`src/rtl/spm_mem_pipe_if.sv`:
```
`default_nettype none
// +--------------------------------------------------------------------------+
// | Module   : spm_mem_pipe_if                                               |
// | Purpose  : Bundles the request, response and SRAM-side signals of        |
// |            spm_mem_pipe into one interface.                              |
// | Modports : slave  - the pipeline (takes requests, drives SRAM, returns   |
// |                     read data)                                           |
// |            master - the environment (upstream requester + SRAM bank)     |
// | Ports    : req_*  request channel (valid/ready, we, addr, wdata, strb)   |
// |            rsp_*  read response channel (valid/ready, rdata)             |
// |            sram_* single-bank SRAM access port                           |
// | Revision : 1.0 - initial release                                         |
// +--------------------------------------------------------------------------+
interface spm_mem_pipe_if #(
   parameter int AddrWidth     = 18,
   parameter int DataWidth     = 64,
   parameter int SramAddrWidth = 10
);
   logic                     req_valid_i;
   logic                     req_ready_o;
   logic                     req_we_i;
   logic [AddrWidth-1:0]     req_addr_i;
   logic [DataWidth-1:0]     req_wdata_i;
   logic [DataWidth/8-1:0]   req_strb_i;
   logic                     rsp_valid_o;
   logic                     rsp_ready_i;
   logic [DataWidth-1:0]     rsp_rdata_o;
   logic                     sram_req_o;
   logic                     sram_we_o;
   logic [SramAddrWidth-1:0] sram_addr_o;
   logic [DataWidth-1:0]     sram_wdata_o;
   logic [DataWidth/8-1:0]   sram_be_o;
   logic [DataWidth-1:0]     sram_rdata_i;

   modport slave (
      input  req_valid_i, req_we_i, req_addr_i, req_wdata_i, req_strb_i,
      input  rsp_ready_i, sram_rdata_i,
      output req_ready_o, rsp_valid_o, rsp_rdata_o,
      output sram_req_o, sram_we_o, sram_addr_o, sram_wdata_o, sram_be_o
   );

   modport master (
      output req_valid_i, req_we_i, req_addr_i, req_wdata_i, req_strb_i,
      output rsp_ready_i, sram_rdata_i,
      input  req_ready_o, rsp_valid_o, rsp_rdata_o,
      input  sram_req_o, sram_we_o, sram_addr_o, sram_wdata_o, sram_be_o
   );
endinterface
`default_nettype wire

```
`src/rtl/spm_mem_pipe.sv`:
```
`default_nettype none
// +--------------------------------------------------------------------------+
// | Module   : spm_mem_pipe                                                  |
// | Purpose  : Scratchpad memory access pipeline. One request-stage register |
// |            feeds a single SRAM bank; reads are credit-limited so that    |
// |            every issued read has a guaranteed slot in the in-order       |
// |            response FIFO.                                                |
// | Ports    : clk_i  clock, rising edge                                     |
// |            rst_i  synchronous active-high reset                          |
// |            bus    spm_mem_pipe_if.slave (request, response, SRAM port)   |
// |            rd_cnt_o / wr_cnt_o / stall_cnt_o  32-bit perf counters       |
// | Config   : SPM_MEM_PIPE_PERF_EN - when defined, the three counters are   |
// |            live saturating counters; otherwise they are tied to zero.    |
// | Revision : 1.0 - initial release                                         |
// +--------------------------------------------------------------------------+
module spm_mem_pipe #(
   parameter int AddrWidth     = 18,
   parameter int DataWidth     = 64,
   parameter int SramAddrWidth = 10,
   parameter int RspFifoDepth  = 2
) (
   input  wire logic        clk_i,
   input  wire logic        rst_i,
   spm_mem_pipe_if.slave    bus,
   output logic [31:0]      rd_cnt_o,
   output logic [31:0]      wr_cnt_o,
   output logic [31:0]      stall_cnt_o
);
   localparam int c_strb_w = DataWidth / 8;
   localparam int c_off_w  = $clog2(c_strb_w);
   localparam int c_cred_w = $clog2(RspFifoDepth + 1);
   localparam int c_ptr_w  = (RspFifoDepth > 1) ? $clog2(RspFifoDepth) : 1;
   localparam logic [c_cred_w-1:0] c_cred_max = c_cred_w'(RspFifoDepth);
   localparam logic [c_ptr_w-1:0]  c_ptr_last = c_ptr_w'(RspFifoDepth - 1);

   generate
      if (RspFifoDepth < 1 || RspFifoDepth > 8) begin : g_bad_depth
         $error("spm_mem_pipe: RspFifoDepth must be in 1..8");
      end
      if (c_off_w + SramAddrWidth > AddrWidth) begin : g_bad_addr
         $error("spm_mem_pipe: SRAM word index does not fit in AddrWidth");
      end
   endgenerate

   // Request stage
   logic                     r_stage_valid;
   logic                     r_stage_we;
   logic [SramAddrWidth-1:0] r_stage_addr;
   logic [DataWidth-1:0]     r_stage_wdata;
   logic [c_strb_w-1:0]      r_stage_strb;

   // Read credits and response FIFO
   logic [c_cred_w-1:0]      r_credits;
   logic                     r_rd_pending;
   logic [DataWidth-1:0]     r_fifo_mem [RspFifoDepth];
   logic [c_ptr_w-1:0]       r_wr_ptr;
   logic [c_ptr_w-1:0]       r_rd_ptr;
   logic [c_cred_w-1:0]      r_fifo_cnt;

   logic w_stage_issue;
   logic w_rd_issue;
   logic w_accept;
   logic w_push;
   logic w_pop;

   // Writes never need a credit; a read waits for one, and because the stage
   // is the only buffer, a waiting read also blocks everything behind it.
   assign w_stage_issue = r_stage_valid && (r_stage_we || (r_credits != '0));
   assign w_rd_issue    = w_stage_issue && !r_stage_we;
   assign w_accept      = bus.req_valid_i && bus.req_ready_o;
   assign w_push        = r_rd_pending;
   assign w_pop         = bus.rsp_valid_o && bus.rsp_ready_i;

   // Ready depends only on registered state, never on req_valid_i.
   assign bus.req_ready_o  = !r_stage_valid || w_stage_issue;

   assign bus.sram_req_o   = w_stage_issue;
   assign bus.sram_we_o    = r_stage_we;
   assign bus.sram_addr_o  = r_stage_addr;
   assign bus.sram_wdata_o = r_stage_wdata;
   assign bus.sram_be_o    = r_stage_strb;

   assign bus.rsp_valid_o  = (r_fifo_cnt != '0);
   assign bus.rsp_rdata_o  = r_fifo_mem[r_rd_ptr];

   always_ff @(posedge clk_i) begin
      if (rst_i) begin
         r_stage_valid <= 1'b0;
      end else if (w_accept) begin
         r_stage_valid <= 1'b1;
      end else if (w_stage_issue) begin
         r_stage_valid <= 1'b0;
      end
   end

   // Payload needs no reset: it is only observed while r_stage_valid is set.
   always_ff @(posedge clk_i) begin
      if (w_accept) begin
         r_stage_we    <= bus.req_we_i;
         r_stage_addr  <= bus.req_addr_i[c_off_w +: SramAddrWidth];
         r_stage_wdata <= bus.req_wdata_i;
         r_stage_strb  <= bus.req_strb_i;
      end
   end

   always_ff @(posedge clk_i) begin
      if (rst_i) begin
         r_credits    <= c_cred_max;
         r_rd_pending <= 1'b0;
      end else begin
         r_rd_pending <= w_rd_issue;
         case ({w_rd_issue, w_pop})
            2'b10:   r_credits <= r_credits - 1'b1;
            2'b01:   r_credits <= r_credits + 1'b1;
            default: r_credits <= r_credits;
         endcase
      end
   end

   // The credit scheme bounds issued-but-unpopped reads to RspFifoDepth, so a
   // push always finds a free entry. Clearing r_rd_pending on reset is what
   // discards SRAM data returned for a read issued just before reset.
   always_ff @(posedge clk_i) begin
      if (rst_i) begin
         r_wr_ptr   <= '0;
         r_rd_ptr   <= '0;
         r_fifo_cnt <= '0;
      end else begin
         if (w_push) begin
            r_wr_ptr <= (r_wr_ptr == c_ptr_last) ? '0 : r_wr_ptr + 1'b1;
         end
         if (w_pop) begin
            r_rd_ptr <= (r_rd_ptr == c_ptr_last) ? '0 : r_rd_ptr + 1'b1;
         end
         case ({w_push, w_pop})
            2'b10:   r_fifo_cnt <= r_fifo_cnt + 1'b1;
            2'b01:   r_fifo_cnt <= r_fifo_cnt - 1'b1;
            default: r_fifo_cnt <= r_fifo_cnt;
         endcase
      end
   end

   always_ff @(posedge clk_i) begin
      if (w_push) begin
         r_fifo_mem[r_wr_ptr] <= bus.sram_rdata_i;
      end
   end

`ifdef SPM_MEM_PIPE_PERF_EN
   logic        w_wr_issue;
   logic        w_stall;
   logic [31:0] r_rd_cnt;
   logic [31:0] r_wr_cnt;
   logic [31:0] r_stall_cnt;

   assign w_wr_issue = w_stage_issue && r_stage_we;
   assign w_stall    = bus.req_valid_i && !bus.req_ready_o;

   always_ff @(posedge clk_i) begin
      if (rst_i) begin
         r_rd_cnt    <= '0;
         r_wr_cnt    <= '0;
         r_stall_cnt <= '0;
      end else begin
         if (w_rd_issue && (r_rd_cnt != 32'hFFFF_FFFF)) begin
            r_rd_cnt <= r_rd_cnt + 32'd1;
         end
         if (w_wr_issue && (r_wr_cnt != 32'hFFFF_FFFF)) begin
            r_wr_cnt <= r_wr_cnt + 32'd1;
         end
         if (w_stall && (r_stall_cnt != 32'hFFFF_FFFF)) begin
            r_stall_cnt <= r_stall_cnt + 32'd1;
         end
      end
   end

   assign rd_cnt_o    = r_rd_cnt;
   assign wr_cnt_o    = r_wr_cnt;
   assign stall_cnt_o = r_stall_cnt;
`else
   assign rd_cnt_o    = '0;
   assign wr_cnt_o    = '0;
   assign stall_cnt_o = '0;
`endif

endmodule
`default_nettype wire

```
`src/flat_wrapper.sv`:
```
// flat-port wrapper written by rule: the top's interface ports become plain ports
module spm_mem_pipe_flat 
#(
   parameter int AddrWidth     = 18,
   parameter int DataWidth     = 64,
   parameter int SramAddrWidth = 10,
   parameter int RspFifoDepth  = 2
)
  (clk_i, rst_i, rd_cnt_o, wr_cnt_o, stall_cnt_o, bus_req_valid_i, bus_req_we_i, bus_req_addr_i, bus_req_wdata_i, bus_req_strb_i, bus_rsp_ready_i, bus_sram_rdata_i, bus_req_ready_o, bus_rsp_valid_o, bus_rsp_rdata_o, bus_sram_req_o, bus_sram_we_o, bus_sram_addr_o, bus_sram_wdata_o, bus_sram_be_o);
  spm_mem_pipe_if #(.AddrWidth(AddrWidth), .DataWidth(DataWidth), .SramAddrWidth(SramAddrWidth)) bus_i ();
  input  wire logic clk_i;
  input  wire logic rst_i;
  output logic [31:0] rd_cnt_o;
  output logic [31:0] wr_cnt_o;
  output logic [31:0] stall_cnt_o;
  input wire logic [$bits(bus_i.req_valid_i)-1:0] bus_req_valid_i;
  input wire logic [$bits(bus_i.req_we_i)-1:0] bus_req_we_i;
  input wire logic [$bits(bus_i.req_addr_i)-1:0] bus_req_addr_i;
  input wire logic [$bits(bus_i.req_wdata_i)-1:0] bus_req_wdata_i;
  input wire logic [$bits(bus_i.req_strb_i)-1:0] bus_req_strb_i;
  input wire logic [$bits(bus_i.rsp_ready_i)-1:0] bus_rsp_ready_i;
  input wire logic [$bits(bus_i.sram_rdata_i)-1:0] bus_sram_rdata_i;
  output wire logic [$bits(bus_i.req_ready_o)-1:0] bus_req_ready_o;
  output wire logic [$bits(bus_i.rsp_valid_o)-1:0] bus_rsp_valid_o;
  output wire logic [$bits(bus_i.rsp_rdata_o)-1:0] bus_rsp_rdata_o;
  output wire logic [$bits(bus_i.sram_req_o)-1:0] bus_sram_req_o;
  output wire logic [$bits(bus_i.sram_we_o)-1:0] bus_sram_we_o;
  output wire logic [$bits(bus_i.sram_addr_o)-1:0] bus_sram_addr_o;
  output wire logic [$bits(bus_i.sram_wdata_o)-1:0] bus_sram_wdata_o;
  output wire logic [$bits(bus_i.sram_be_o)-1:0] bus_sram_be_o;
  assign bus_i.req_valid_i = bus_req_valid_i;
  assign bus_i.req_we_i = bus_req_we_i;
  assign bus_i.req_addr_i = bus_req_addr_i;
  assign bus_i.req_wdata_i = bus_req_wdata_i;
  assign bus_i.req_strb_i = bus_req_strb_i;
  assign bus_i.rsp_ready_i = bus_rsp_ready_i;
  assign bus_i.sram_rdata_i = bus_sram_rdata_i;
  assign bus_req_ready_o = bus_i.req_ready_o;
  assign bus_rsp_valid_o = bus_i.rsp_valid_o;
  assign bus_rsp_rdata_o = bus_i.rsp_rdata_o;
  assign bus_sram_req_o = bus_i.sram_req_o;
  assign bus_sram_we_o = bus_i.sram_we_o;
  assign bus_sram_addr_o = bus_i.sram_addr_o;
  assign bus_sram_wdata_o = bus_i.sram_wdata_o;
  assign bus_sram_be_o = bus_i.sram_be_o;
  spm_mem_pipe #(.AddrWidth(AddrWidth), .DataWidth(DataWidth), .SramAddrWidth(SramAddrWidth), .RspFifoDepth(RspFifoDepth)) u_core (.clk_i(clk_i), .rst_i(rst_i), .bus(bus_i), .rd_cnt_o(rd_cnt_o), .wr_cnt_o(wr_cnt_o), .stall_cnt_o(stall_cnt_o));
endmodule
```
`config.mk`:
```
export PLATFORM = sky130hd
export DESIGN_NAME = spm_mem_pipe_flat
export DESIGN_NICKNAME = d
export VERILOG_FILES = /design/src/rtl/spm_mem_pipe_if.sv /design/src/rtl/spm_mem_pipe.sv /design/src/flat_wrapper.sv
export SDC_FILE = /design/constraint.sdc
export NUM_CORES = 1
export LEC_CHECK = 0
export BUFFER_PORTS_ARGS = -buffer_cell sky130_fd_sc_hd__buf_2
export CORE_AREA = 2 2 156 158
export DETAILED_ROUTE_END_ITERATION = 10
export DIE_AREA = 0 0 158 160
export PLACE_DENSITY = 0.62
export SETUP_SLACK_MARGIN = 0.15
export SLEW_MARGIN = 20
export SYNTH_ARGS = -nofsm -noshare
export SYNTH_HDL_FRONTEND = slang
export SYNTH_SLANG_ARGS = --single-unit
```
`constraint.sdc`:
```
create_clock -name clk_i -period 10.9 [get_ports clk_i]
set_clock_uncertainty 0.15 [all_clocks]
set_input_delay 0.545 -clock clk_i [delete_from_list [all_inputs] [get_ports clk_i]]
set_output_delay 0.545 -clock clk_i [all_outputs]
set_load 0.01 [all_outputs]
```
# Yosys cells after proc, flatten, opt, wreduce, memory -nomap -nowiden
# Memories as Yosys holds them, arrays and structs flattened. A register that Yosys moved wholly into a read port is not among the register bits.
# Index checks and enable logic that the tools add are counted.
# W data, S select, Z words.
[totals]
reg_bits = 91
ram_bits = 128
inputBits = 159
out_inout_bits = 246
elab_cells = 44
memories = 1
[memory_table]
columns = ["name", "depth", "word_bits", "read_ports", "rd_clocked_by_memory_dff", "write_ports", "line_no", "rtl"]
rows = [
  ["u_core.r_fifo_mem", 2, 64, 1, 1, 1, "spm_mem_pipe.sv:55", "logic [DataWidth-1:0] r_fifo_mem [RspFifoDepth];"],
]
[classes]
addsub = 6
n_eq_ne = 4
n_mux = 10
n_reduce_logical = 13
[op_table]
columns = ["op", "n"]
rows = [
  ["$reduce_bool A2 Y1", 5],
  ["$mux W1", 8],
  ["$pmux W2 S2", 2],
  ["$add A2 B1 Y2 const B", 2],
  ["$eq A2 B1 Y1 const B", 2],
  ["$eq A2 B2 Y1 const B", 2],
  ["$logic_and A1 B1 Y1", 4],
  ["$sub A2 B1 Y2 const B", 2],
  ["$add A1 B1 Y1 const B", 2],
  ["$logic_not A1 Y1", 2],
  ["$logic_or A1 B1 Y1", 2],
]

# Longest topological paths before layout
# Gate-level depths: netlist of the first run.
[depth]
word_depth = 6
depth_mapped = 6
ltp_nobuf = 6

# Worst setup path before layout of the first run
# OpenSTA, ideal clock, no wires.
[synth_path]
path_type = "reg-to-reg"
start = "register u_core.r_stage_we (netlist: u_core.bus.sram_we_o)"
end = "register u_core.r_stage_addr[0] (netlist: u_core.bus.sram_addr_o[0]) (enable)"
setup_ns = 0.535
arrival_ns = 4.209
required_time_ns = 10.215
slack_ns = 6.007
stages_incl_launch_ff = 3
n_path_buf = 0
synth_period_minus_slack_ns = 4.893
cell_sequence = "edfxtp_1 -> nor4b_1 -> nor2b_1"
[synth_between]
elab_chain_len = 4
[synth_rtl]
columns = ["item", "line_no", "rtl"]
rows = [
  ["start: declaration", "spm_mem_pipe.sv:47", "logic r_stage_we;"],
  ["start signal: assignment", "spm_mem_pipe.sv:99", "r_stage_we <= bus.req_we_i;"],
  ["$logic_or A1 B1 Y1", "spm_mem_pipe.sv:68", "assign w_stage_issue = r_stage_valid && (r_stage_we || (r_credits != '0));"],
  ["$logic_and A1 B1 Y1", "spm_mem_pipe.sv:68", ""],
  ["$logic_or A1 B1 Y1", "spm_mem_pipe.sv:75", "assign bus.req_ready_o = !r_stage_valid || w_stage_issue;"],
  ["$logic_and A1 B1 Y1", "spm_mem_pipe.sv:70", "assign w_accept = bus.req_valid_i && bus.req_ready_o;"],
  ["net u_core.w_accept", "spm_mem_pipe.sv:62", "logic w_accept;"],
  ["end signal: assignment", "spm_mem_pipe.sv:100", "r_stage_addr <= bus.req_addr_i[c_off_w +: SramAddrWidth];"],
  ["end: declaration", "spm_mem_pipe.sv:48", "logic [SramAddrWidth-1:0] r_stage_addr;"],
]
# The timed path passes the listed nets, and every way through them passes these cells.
# A chain may end at the register's enable or synchronous reset.

==> results by group, run 1 <==
Outcome
  • Status: finished, final reports clean

Clock network
  • Worst skew pair latency: 0.50 ns
  • Clock sinks: 220
  • Root Buffer: clkbuf_16
  • Clock-pin slew on the worst setup and hold paths: 0.06 ns
  • CTS buffer count: 24
  • # Post-CTS Setup Buffers: 0
  • CTS resizes: 0
  • H-tree depth: 1
  • Clk buf depth: 3
  • CTS tree: done
  • CTS Hold Bufs: 0

STA
  • Period minus WS final: 2.793 ns
  • Final setup vio count: 0
  • Final Hold Fails: 0
  • Slew @ Worst Pin: 1.005 ns
  • Period Utilization, post-route: 25.63%
  • Fin. max-slew vios: 0
  • Total negative setup slack: 0 ns
  • Slew HR: 32.99%
  • RSZ-0062 raised after global routing: false
  • Fmax: 358.0 MHz

Critical path
  • Worst Setup Start Kind: flip-flop
  • Critical path's top delay family: buffers and inverters
  • Crit-path max FO: 64
  • Worst-path cell chain: buf_4 -> mux2_2 -> buf_2
  • Slowest-stage cell, CP: buf_4
  • Critical path class: reg -> out
  • CP endpoint kind: primary output
  • Worst reg2reg path startpoint: u_core.bus.sram_we_o$_DFFE_PP_
  • R2R setup slack: 8.62 ns
  • Critical Path AT: 2.10 ns
  • WP buf/inv: 2
  • Max incr delay on CP: 0.63 ns
  • Req. time, crit path: 10.21 ns

Yosys
  • Ys Warns: 0
  • Register bit count reported by yosys: 220
  • Cell variety after synth: 23
  • Yosys top cell by area: edfxtp_1
  • Synthesized area: 8210 µm²
  • FFs w/ async S/R, synth: 0%
  • Synth top area share: 77.17%
  • Sequential area share after synthesis: 79.37%
  • Leading post-synthesis cells by cell area: edfxtp_1 77%, buf_4 8.8%, mux2_2 8.8%
  • Post-synth EDFFs: 211
  • Post-synthesis cell count: 422
  • Avg Inst Size Synth: 19.46 µm²
  • Top FF cell, synth: edfxtp_1

GRT
  • Grt ovf: 0
  • Most used routing layer: met2
  • Pin count of the biggest net entering global routing: 79
  • Number of global-route vias before repair: 4,377
  • GR Layer Usage met3: 5.997%
  • Initial antenna violation count: 3
  • Met1 Use GR: 13.72%
  • Gr usage total: 12.19%
  • GR Layer Usage met2: 20.40%
  • First-pass GRT wire length: 23,660 µm

Place
  • Placed Area: 9762 µm²
  • Final RePlAce weighted congestion: 0.7541
  • Detailed Place HPWL: 11,610 µm
  • Port Buffers: 300

Drt
  • DRC: 0
  • Pre-antenna DRT Iters: 4
  • Initial DRC Count: 159
  • Vias per inst: 4.033
  • Post-route ant nets: 0
  • Routed len/inst: 15.25 µm
  • DRT Wirelength: 16,580 µm
  • Vias after detailed routing: 4,384

Hold path
  • Hold path startpoint: bus_req_wdata_i[13]
  • Hold WC Path Type: in -> reg

Power and ir drop
  • Power Density: 180.3 nW/µm²
  • Pleak: 4.240 nW
  • Maximum VDD drop: 121.1 µV

Cells and area
  • Ratio of cells with drive above 1 in the final layout: 53.88%
  • Non-Filler Cell Area, Final: 10,520 µm²
  • Nets: 904
  • Fill cells: 2,221
  • Reg area: 6518 µm²
  • P&R area growth vs syn: 28.10%
  • Multi-input gate area: 1300 µm²
  • Fin util: 44.15%

Floorplanning
  • Number of cell rows: 57
  • Initial cell density of the core: 34.47%
  • Die area: 25,280 µm²
  • Die Y-Extent: 160 µm
  • I/O pins: 405
  • Core area: 23,820 µm²
  • DIE WIDTH: 158 µm

Job
  • Max_cap viols: 0
stage by stage:
| stage | hold slack [ns] | setup WS (ns) | cells | power (mW) |
|---|---|---|---|---|
| after floorplan | 0.3166 | 6.007 | 517 | 1.109 |
| after detailed placement | 0.3488 | 8.605 | 1041 | 1.163 |
| after global placement | 0.3327 | 8.605 | 1041 | 1.161 |
| final | 0.05809 | 8.107 | 1087 | 1.896 |
| after global routing | 0.03773 | 7.979 | 1086 | 1.971 |
| after CTS | 0.02368 | 8.057 | 1085 | 1.929 |
worst register-to-register path: stages, from the launching register on:
cell and delay, ns:
edfxtp_1 0.42, nor4b_1 0.67, nor2b_4 0.14, buf_4 0.43
layout by cell type, fill, tap and decap left out:
cell type     n
nor2_4        1
buf_4         4
clkinv_2      7
dfxtp_2       1
or3_1         1
conb_1       96
xnor2_1       3
clkbuf_1      6
clkbuf_8      2
or2_2         1
nor3_1        1
dfxtp_1       8
nor2_1        8
o21a_1        1
buf_2       300
mux2_2       64
nor2b_1       1
and2_2        1
diode_2       2
o21ai_0       3
ha_1          2
a21oi_1       1
clkinv_1      2
o31a_2        1
nor2b_4       1
edfxtp_1    211
nor4b_1       1
or3b_1        1
inv_1         2
xor2_1        3
clkinvlp_4    1
clkbuf_16    26
logic make-up after synthesis:
logic type	after synthesis	synth area share, %
buf+inv	106	9.342
simple gates	17	1.067
compound gates	6	0.4571
fa+ha+maj	2	0.3047
mux	64	8.778
other cells	1	0.04567
flops	220	79.37
xor+xnor	6	0.6402
layout make-up:
type / count / share of cell area (%)
antenna: 2 / 0.04759
clock buffer: 34 / 6.662
clock inverter: 10 / 0.4759
inverter: 2 / 0.07138
multi-input combinational: 191 / 12.36
sequential: 220 / 61.97
tap: 324 / 3.854
timing repair buffer: 304 / 14.56
Yosys cell counts, types with 2 or more instances:
cell type    n
nor2_1       9
xor2_1       3
buf_2        7
xnor2_1      3
edfxtp_1   211
nor2b_1      2
dfxtp_1      9
inv_1        2
mux2_2      64
o21ai_0      3
buf_4       96
ha_1         2
registers in the layout, indices dropped and copies added (netlist names), named ones only:
| name | flops |
|---|---|
| u_core.r_fifo_mem | 128 |
| u_core.bus.sram_wdata_o | 64 |
| u_core.bus.sram_addr_o | 10 |
| u_core.bus.sram_be_o | 8 |
| u_core.r_credits | 2 |
| u_core.r_fifo_cnt | 2 |
| u_core.bus.sram_we_o | 1 |
| u_core.r_rd_pending | 1 |
| u_core.r_rd_ptr | 1 |
| u_core.r_stage_valid | 1 |
| u_core.r_wr_ptr | 1 |
path summary, 6_finish.rpt:
path,cells past startpoint,to
setup reg to reg,3,u_core.bus.sram_wdata_o[2]$_DFFE_PP_
hold reg to reg,2,u_core.r_fifo_cnt[1]$_SDFFE_PP0P_
setup / recovery,3,bus_rsp_rdata_o[44]
hold / removal,1,u_core.bus.sram_wdata_o[13]$_DFFE_PP_
report_power, final:
| part | leakage [nW] | switching (mW) | internal [mW] |
|---|---|---|---|
| logic | 1.83 | 0.0981 | 0.0752 |
| clock network | 0.373 | 0.306 | 0.447 |
| registers | 2.04 | 0.00943 | 0.961 |
metal layers:
layer  vias up  part of all wire (%)
li1       2032                     -
met1      2079                    37
met2       244                    48
met3        27                    13
met4         2                   1.9
met5         -                 0.066
No activity file was read; power rests on OpenSTA's default activity.
==> inputs of run 2 (changes only) <==
==> constraint.sdc (replaced) <==
create_clock -name clk_i -period 2.62 [get_ports clk_i]
set_clock_uncertainty 0.15 [all_clocks]
set_input_delay 0.131 -clock clk_i [delete_from_list [all_inputs] [get_ports clk_i]]
set_output_delay 0.131 -clock clk_i [all_outputs]
set_load 0.01 [all_outputs]
==> run 2 against run 1 <==
Effect of this change: flip-flop and latch count did not move; final area rose by 15%; non-clock buffer count rose by 154; final cell count rose by 14%; critical path depth did not move; setup slack got worse by 7.7 ns; total power rose to 4.2 times the previous value; clock-buffer cell count fell by 5; critical endpoint is now bus_rsp_rdata_o[28]; largest power group unchanged.
==> results by group, run 2 (synthesized netlist as in run 1, its figures left out) <==
Critical path
  • Crit-path max FO: 33
  • WP buf/inv: 2
  • Slowest-stage cell, CP: dfxtp_2
  • Critical path class: reg -> out
  • Worst path depth: 3
  • Critical path's top delay family: flip-flops
  • Req. time, crit path: 2.34 ns
  • R2r worst-path depth: 4
  • Worst-path cell chain: buf_12 -> mux2_2 -> buf_2
  • Worst Setup Start Kind: flip-flop
  • Critical Path AT: 1.89 ns
  • CP endpoint kind: primary output
  • Max incr delay on CP: 0.57 ns

Clock network
  • CTS tree: done
  • Worst skew pair latency: 0.50 ns
  • Clock-pin slew on the worst setup and hold paths: 0.06 ns
  • H-tree depth: 1
  • Clock sinks: 220
  • CTS buffer count: 24
  • Root Buffer: clkbuf_16
  • # Post-CTS Setup Buffers: 0
  • Clk buf depth: 3

Cells and area
  • Reg area: 6518 µm²
  • Max reg flops: 128
  • Most frequent cells in the layout: 300 x buf_2, 211 x edfxtp_1, 152 x dlygate4sd3_1
  • Most common cell after layout, fill and taps aside: buf_2
  • Biggest register: u_core.r_fifo_mem
  • Multi-input gate area: 1300 µm²
  • N_diodes: 0
  • P&R area growth vs syn: 46.98%
  • Fill cells: 1,998
  • Nets: 1,058
  • Ratio of cells with drive above 1 in the final layout: 44.15%

Power and ir drop
  • Part of the power in combinational logic: 11.5%
  • Clk pwr share: 37.8%
  • Sw Pwr: 1.785 mW
  • Pleak: 4.873 nW
  • Total internal power: 6.202 mW
  • Net Sw Frac: 22.35%
  • Sequential power share: 50.7%
  • Power Density: 661.8 nW/µm²
  • Power, Total: 7.986 mW
  • Maximum VDD drop: 579.8 µV

STA
  • Period Utilization, post-route: 82.78%
  • Final setup vio count: 0
  • Final Hold Fails: 0
  • Fmax: 461.1 MHz
  • Final hold slack: 0.1752 ns
  • RSZ-0062 raised after global routing: false
  • Fin. max-slew vios: 0
  • Total negative setup slack: 0 ns
  • Period minus WS final: 2.169 ns
  • Worst setup margin: 0.4512 ns

GRT
  • Gr usage total: 13.99%
  • Pin count of the biggest net entering global routing: 72
  • Grt ovf: 0
  • First-pass GRT wire length: 27,630 µm
  • Initial antenna violation count: 0
  • Number of global-route vias before repair: 5,303

Floorplanning
  • I/O pins: 405
  • Die area: 25,280 µm²
  • Die Y-Extent: 160 µm
  • Initial cell density of the core: 34.47%
  • Core area: 23,820 µm²
  • DIE WIDTH: 158 µm
  • Number of cell rows: 57

Drt
  • Pre-antenna DRT Iters: 4
  • Vias per inst: 4.009
  • Initial DRC Count: 183
  • DRC: 0
  • Vias after detailed routing: 4,967
  • Routed len/inst: 15.08 µm
  • DRT Wirelength: 18,680 µm
  • Post-route ant nets: 0

Job
  • Max_cap viols: 0

Place
  • Worst slack, placed: 0.6899 ns
  • Detailed Place HPWL: 11,540 µm
  • Final RePlAce weighted congestion: 0.7251
  • Port Buffers: 300

Hold path
  • Hold WC Path Type: in -> reg
  • Hold Path Depth: 2

Outcome
  • Status: finished, final reports clean
==> run 2: cell types whose count changed in the layout (fill, tap and decap cells not counted), moves of 3 or more <==
cell           before  now
clkinv_1            2   12
dlygate4sd3_1       0  152
buf_12              0    5
buf_4               4    1
clkinv_2            7    1
==> run 2: path summary, 6_finish.rpt <==
kind / start / endpoint / slack [ns]
setup / recovery: flip-flop / bus_rsp_rdata_o[28] / 0.45
hold / removal: bus_req_wdata_i[60] / u_core.bus.sram_wdata_o[60]$_DFFE_PP_ / 0.18
setup reg to reg: u_core.r_credits[0]$_SDFFE_PP0P_ / u_core.bus.sram_wdata_o[39]$_DFFE_PP_ / 0.67
hold reg to reg: u_core.r_fifo_cnt[1]$_SDFFE_PP0P_ / u_core.r_fifo_cnt[1]$_SDFFE_PP0P_ / 0.35
==> run 2: power groups by stage <==
stage	logic (mW)	registers (mW)	clock network, mW
after CTS	0.921	4.05	3.12
after detailed placement	0.736	4.12	0
after global placement	0.729	4.12	0
after global routing	1.00	4.06	3.25
final	0.922	4.05	3.01
after floorplan	0.455	4.15	0
==> run 2: area by class of cell <==
type                       instances  share of cell area, %
clock buffer                      29                  5.308
clock inverter                    15                 0.5495
inverter                           2                0.06221
multi-input combinational        191                  10.77
sequential                       220                  54.01
tap                              324                  3.359
timing repair buffer             458                  25.94
==> run 2: stage by stage <==
stage | cells | utilization (%) | area, µm²
2_1_floorplan | 517 | - | 8582
3_3_place_gp | 1043 | 41.31 | 9839
3_5_place_dp | 1043 | 41.31 | 9839
4_1_cts | 1239 | 50.66 | 12070
5_1_grt | 1239 | 50.66 | 12070
6_report | 1239 | 50.66 | 12070
==> run 2: routing by layer <==
layer  vias to the layer above  global-route usage, %  wire length, µm
met3                        27                  5.183             1801
li1                       2338                      -                -
met4                         0                  4.259              548
met2                       230                  24.60             9169
met1                      2372                  15.71             7163
met5                         -                      0                0
==> run 2: timing repair <==
item                      4_1_cts  5_1_grt
gates resized for setup         0        0
hold buffers                  152        0
hold endpoints to repair      232        0
==> inputs of run 3 (changes only) <==
--- a/config.mk
+++ b/config.mk
@@ -6,10 +6,10 @@
 export NUM_CORES = 1
 export LEC_CHECK = 0
 export BUFFER_PORTS_ARGS = -buffer_cell sky130_fd_sc_hd__buf_2
-export CORE_AREA = 2 2 156 158
+export CORE_AREA = 2 2 158 160
 export DETAILED_ROUTE_END_ITERATION = 10
-export DIE_AREA = 0 0 158 160
-export PLACE_DENSITY = 0.62
+export DIE_AREA = 0 0 160 162
+export PLACE_DENSITY = 0.64
 export SETUP_SLACK_MARGIN = 0.15
 export SLEW_MARGIN = 20
 export SYNTH_ARGS = -nofsm -noshare
==> constraint.sdc (replaced) <==
create_clock -name clk_i -period 1.8 [get_ports clk_i]
set_clock_uncertainty 0.15 [all_clocks]
set_input_delay 0.09 -clock clk_i [delete_from_list [all_inputs] [get_ports clk_i]]
set_output_delay 0.09 -clock clk_i [all_outputs]
set_load 0.01 [all_outputs]
==> run 3 against run 2 <==
Effect of this change: via count up 4.9%; the run now ends with setup timing left; clock-buffer cell count down 1; setup slack worse by 0.57 ns; register-to-register slack worse by 0.60 ns; final area up 6.6%; largest power group unchanged; critical path depth up 1; sequential power up 45%; first-iteration DRC count up 22%; utilization up 2.7 points.
==> results by group, run 3 (synthesized netlist as in run 1, its figures left out) <==
Outcome
  • Status: finished with violations
  • Failing checks: setup timing

Clock network
  • Clock sinks: 220
  • Worst skew pair latency: 0.50 ns
  • CTS buffer count: 22
  • Clk buf depth: 3
  • Clock-pin slew on the worst setup and hold paths: 0.06 ns
  • Root Buffer: clkbuf_16
  • H-tree depth: 1
  • CTS tree: done

Place
  • Placed Area: 10,050 µm²
  • Detailed Place HPWL: 13,090 µm
  • Port Buffers: 300
  • Final RePlAce weighted congestion: 0.7278

STA
  • Period Utilization, post-route: 106.4%
  • Fin. max-slew vios: 0
  • Period minus WS final: 1.916 ns
  • Fmax: 522.0 MHz
  • Final Hold Fails: 0
  • Worst setup margin: -0.1157 ns
  • Final setup vio count: 63
  • RSZ-0062 raised after global routing: true

Drt
  • DRC: 0
  • Vias per inst: 4.092
  • Initial DRC Count: 224
  • Post-route ant nets: 0
  • Pre-antenna DRT Iters: 4
  • Routed len/inst: 17.06 µm
  • Vias after detailed routing: 5,209
  • DRT Wirelength: 21,720 µm

GRT
  • Number of global-route vias before repair: 5,508
  • First-pass GRT wire length: 31,040 µm
  • Gr usage total: 15.39%
  • Pin count of the biggest net entering global routing: 31
  • Initial antenna violation count: 1
  • Grt ovf: 0

Floorplanning
  • DIE WIDTH: 160 µm
  • Die area: 25,920 µm²
  • Initial cell density of the core: 34.06%
  • Number of cell rows: 57
  • I/O pins: 405
  • Die Y-Extent: 162 µm
  • Core area: 24,110 µm²

Cells and area
  • Most common cell after layout, fill and taps aside: buf_2
  • Fin util: 53.35%
  • P&R area growth vs syn: 56.63%
  • Non-Filler Cell Area, Final: 12,860 µm²
  • Max reg flops: 128
  • Nets: 1,095
  • Most frequent cells in the layout: 265 x buf_2, 211 x edfxtp_1, 150 x dlygate4sd3_1
  • Biggest register: u_core.r_fifo_mem
  • Ratio of cells with drive above 1 in the final layout: 47.57%

Critical path
  • Critical path class: reg -> out
  • CP endpoint kind: primary output
  • Critical Path AT: 1.68 ns
  • Max incr delay on CP: 0.37 ns
  • Worst-path cell chain: buf_12 -> clkbuf_16 -> mux2_2 -> buf_2
  • Crit-path max FO: 10
  • Worst Setup Start Kind: flip-flop
  • Req. time, crit path: 1.56 ns
  • Slowest-stage cell, CP: dfxtp_4

Power and ir drop
  • Maximum VDD drop: 630.3 µV
  • Power Density: 909.0 nW/µm²
  • Pleak: 5.270 nW

Hold path
  • Hold WC Path Type: in -> reg

Job
  • Max_cap viols: 0
## run 3: what timing repair did
action	in CTS	in global routing
gates resized for setup	61	24
buffers inserted	12	2
pin swaps	0	0
hold endpoints to repair	223	0
hold buffers	150	0
endpoints found under the setup margin	142	148
gates cloned	1	6
## run 3: final cells by class
type | instances | area [µm²]
Timing Repair Buffer | 497 | 3885
Antenna cell | 1 | 2.502
Tap cell | 324 | 405.4
Multi-Input combinational cell | 191 | 1409
Sequential cell | 220 | 6524
Clock buffer | 28 | 573.1
Clock inverter | 10 | 53.80
Fill cell | 1921 | 11250
Inverter | 2 | 7.507
## run 3: per-layer routing
| layer | GRT usage [%] | wire length [µm] | up-vias |
|---|---|---|---|
| met5 | 0 | 0 | - |
| met4 | 4.545 | 613 | 0 |
| met3 | 5.056 | 1853 | 36 |
| met2 | 28.41 | 11250 | 272 |
| met1 | 16.90 | 8004 | 2497 |
| li1 | - | - | 2404 |
## run 3: worst max-delay path: cells and delay by family, from the launching register on
kind	cells	cell delay, ns
DFF	1	0.37
muxes	1	0.32
buffers and inverters	3	0.47
## run 3: metrics by stage
stage	cells	setup WS [ns]	hold WS, ns	setup TNS (ns)	power [mW]
after floorplan	517	-0.5417	0.03887	-51.41	6.708
after global routing	1272	-0.1682	0.1307	-8.428	12.08
final	1273	-0.1157	0.1471	-5.367	11.69
after global placement	1063	0.01331	0.1168	0	7.124
after CTS	1264	-0.1444	0.1111	-6.980	11.65
after detailed placement	1063	-0.04751	0.1181	-2.163	7.138
## run 3: worst paths after layout
check	startpoint	to	slack (ns)	depth (start not counted)
min reg2reg	u_core.r_fifo_cnt[1]$_SDFFE_PP0P_	u_core.r_fifo_cnt[1]$_SDFFE_PP0P_	0.36	2
min	bus_req_wdata_i[53]	u_core.bus.sram_wdata_o[53]$_DFFE_PP_	0.15	2
max	flip-flop	bus_rsp_rdata_o[52]	-0.12	4
max reg2reg	u_core.bus.sram_we_o$_DFFE_PP_	u_core.bus.sram_wdata_o[52]$_DFFE_PP_	0.07	6
## run 3: where the power goes
part	internal, mW	switching (mW)
sequential	5.82	0.0755
combinational	0.955	0.763
clock	2.24	1.84
total	9.01	2.68
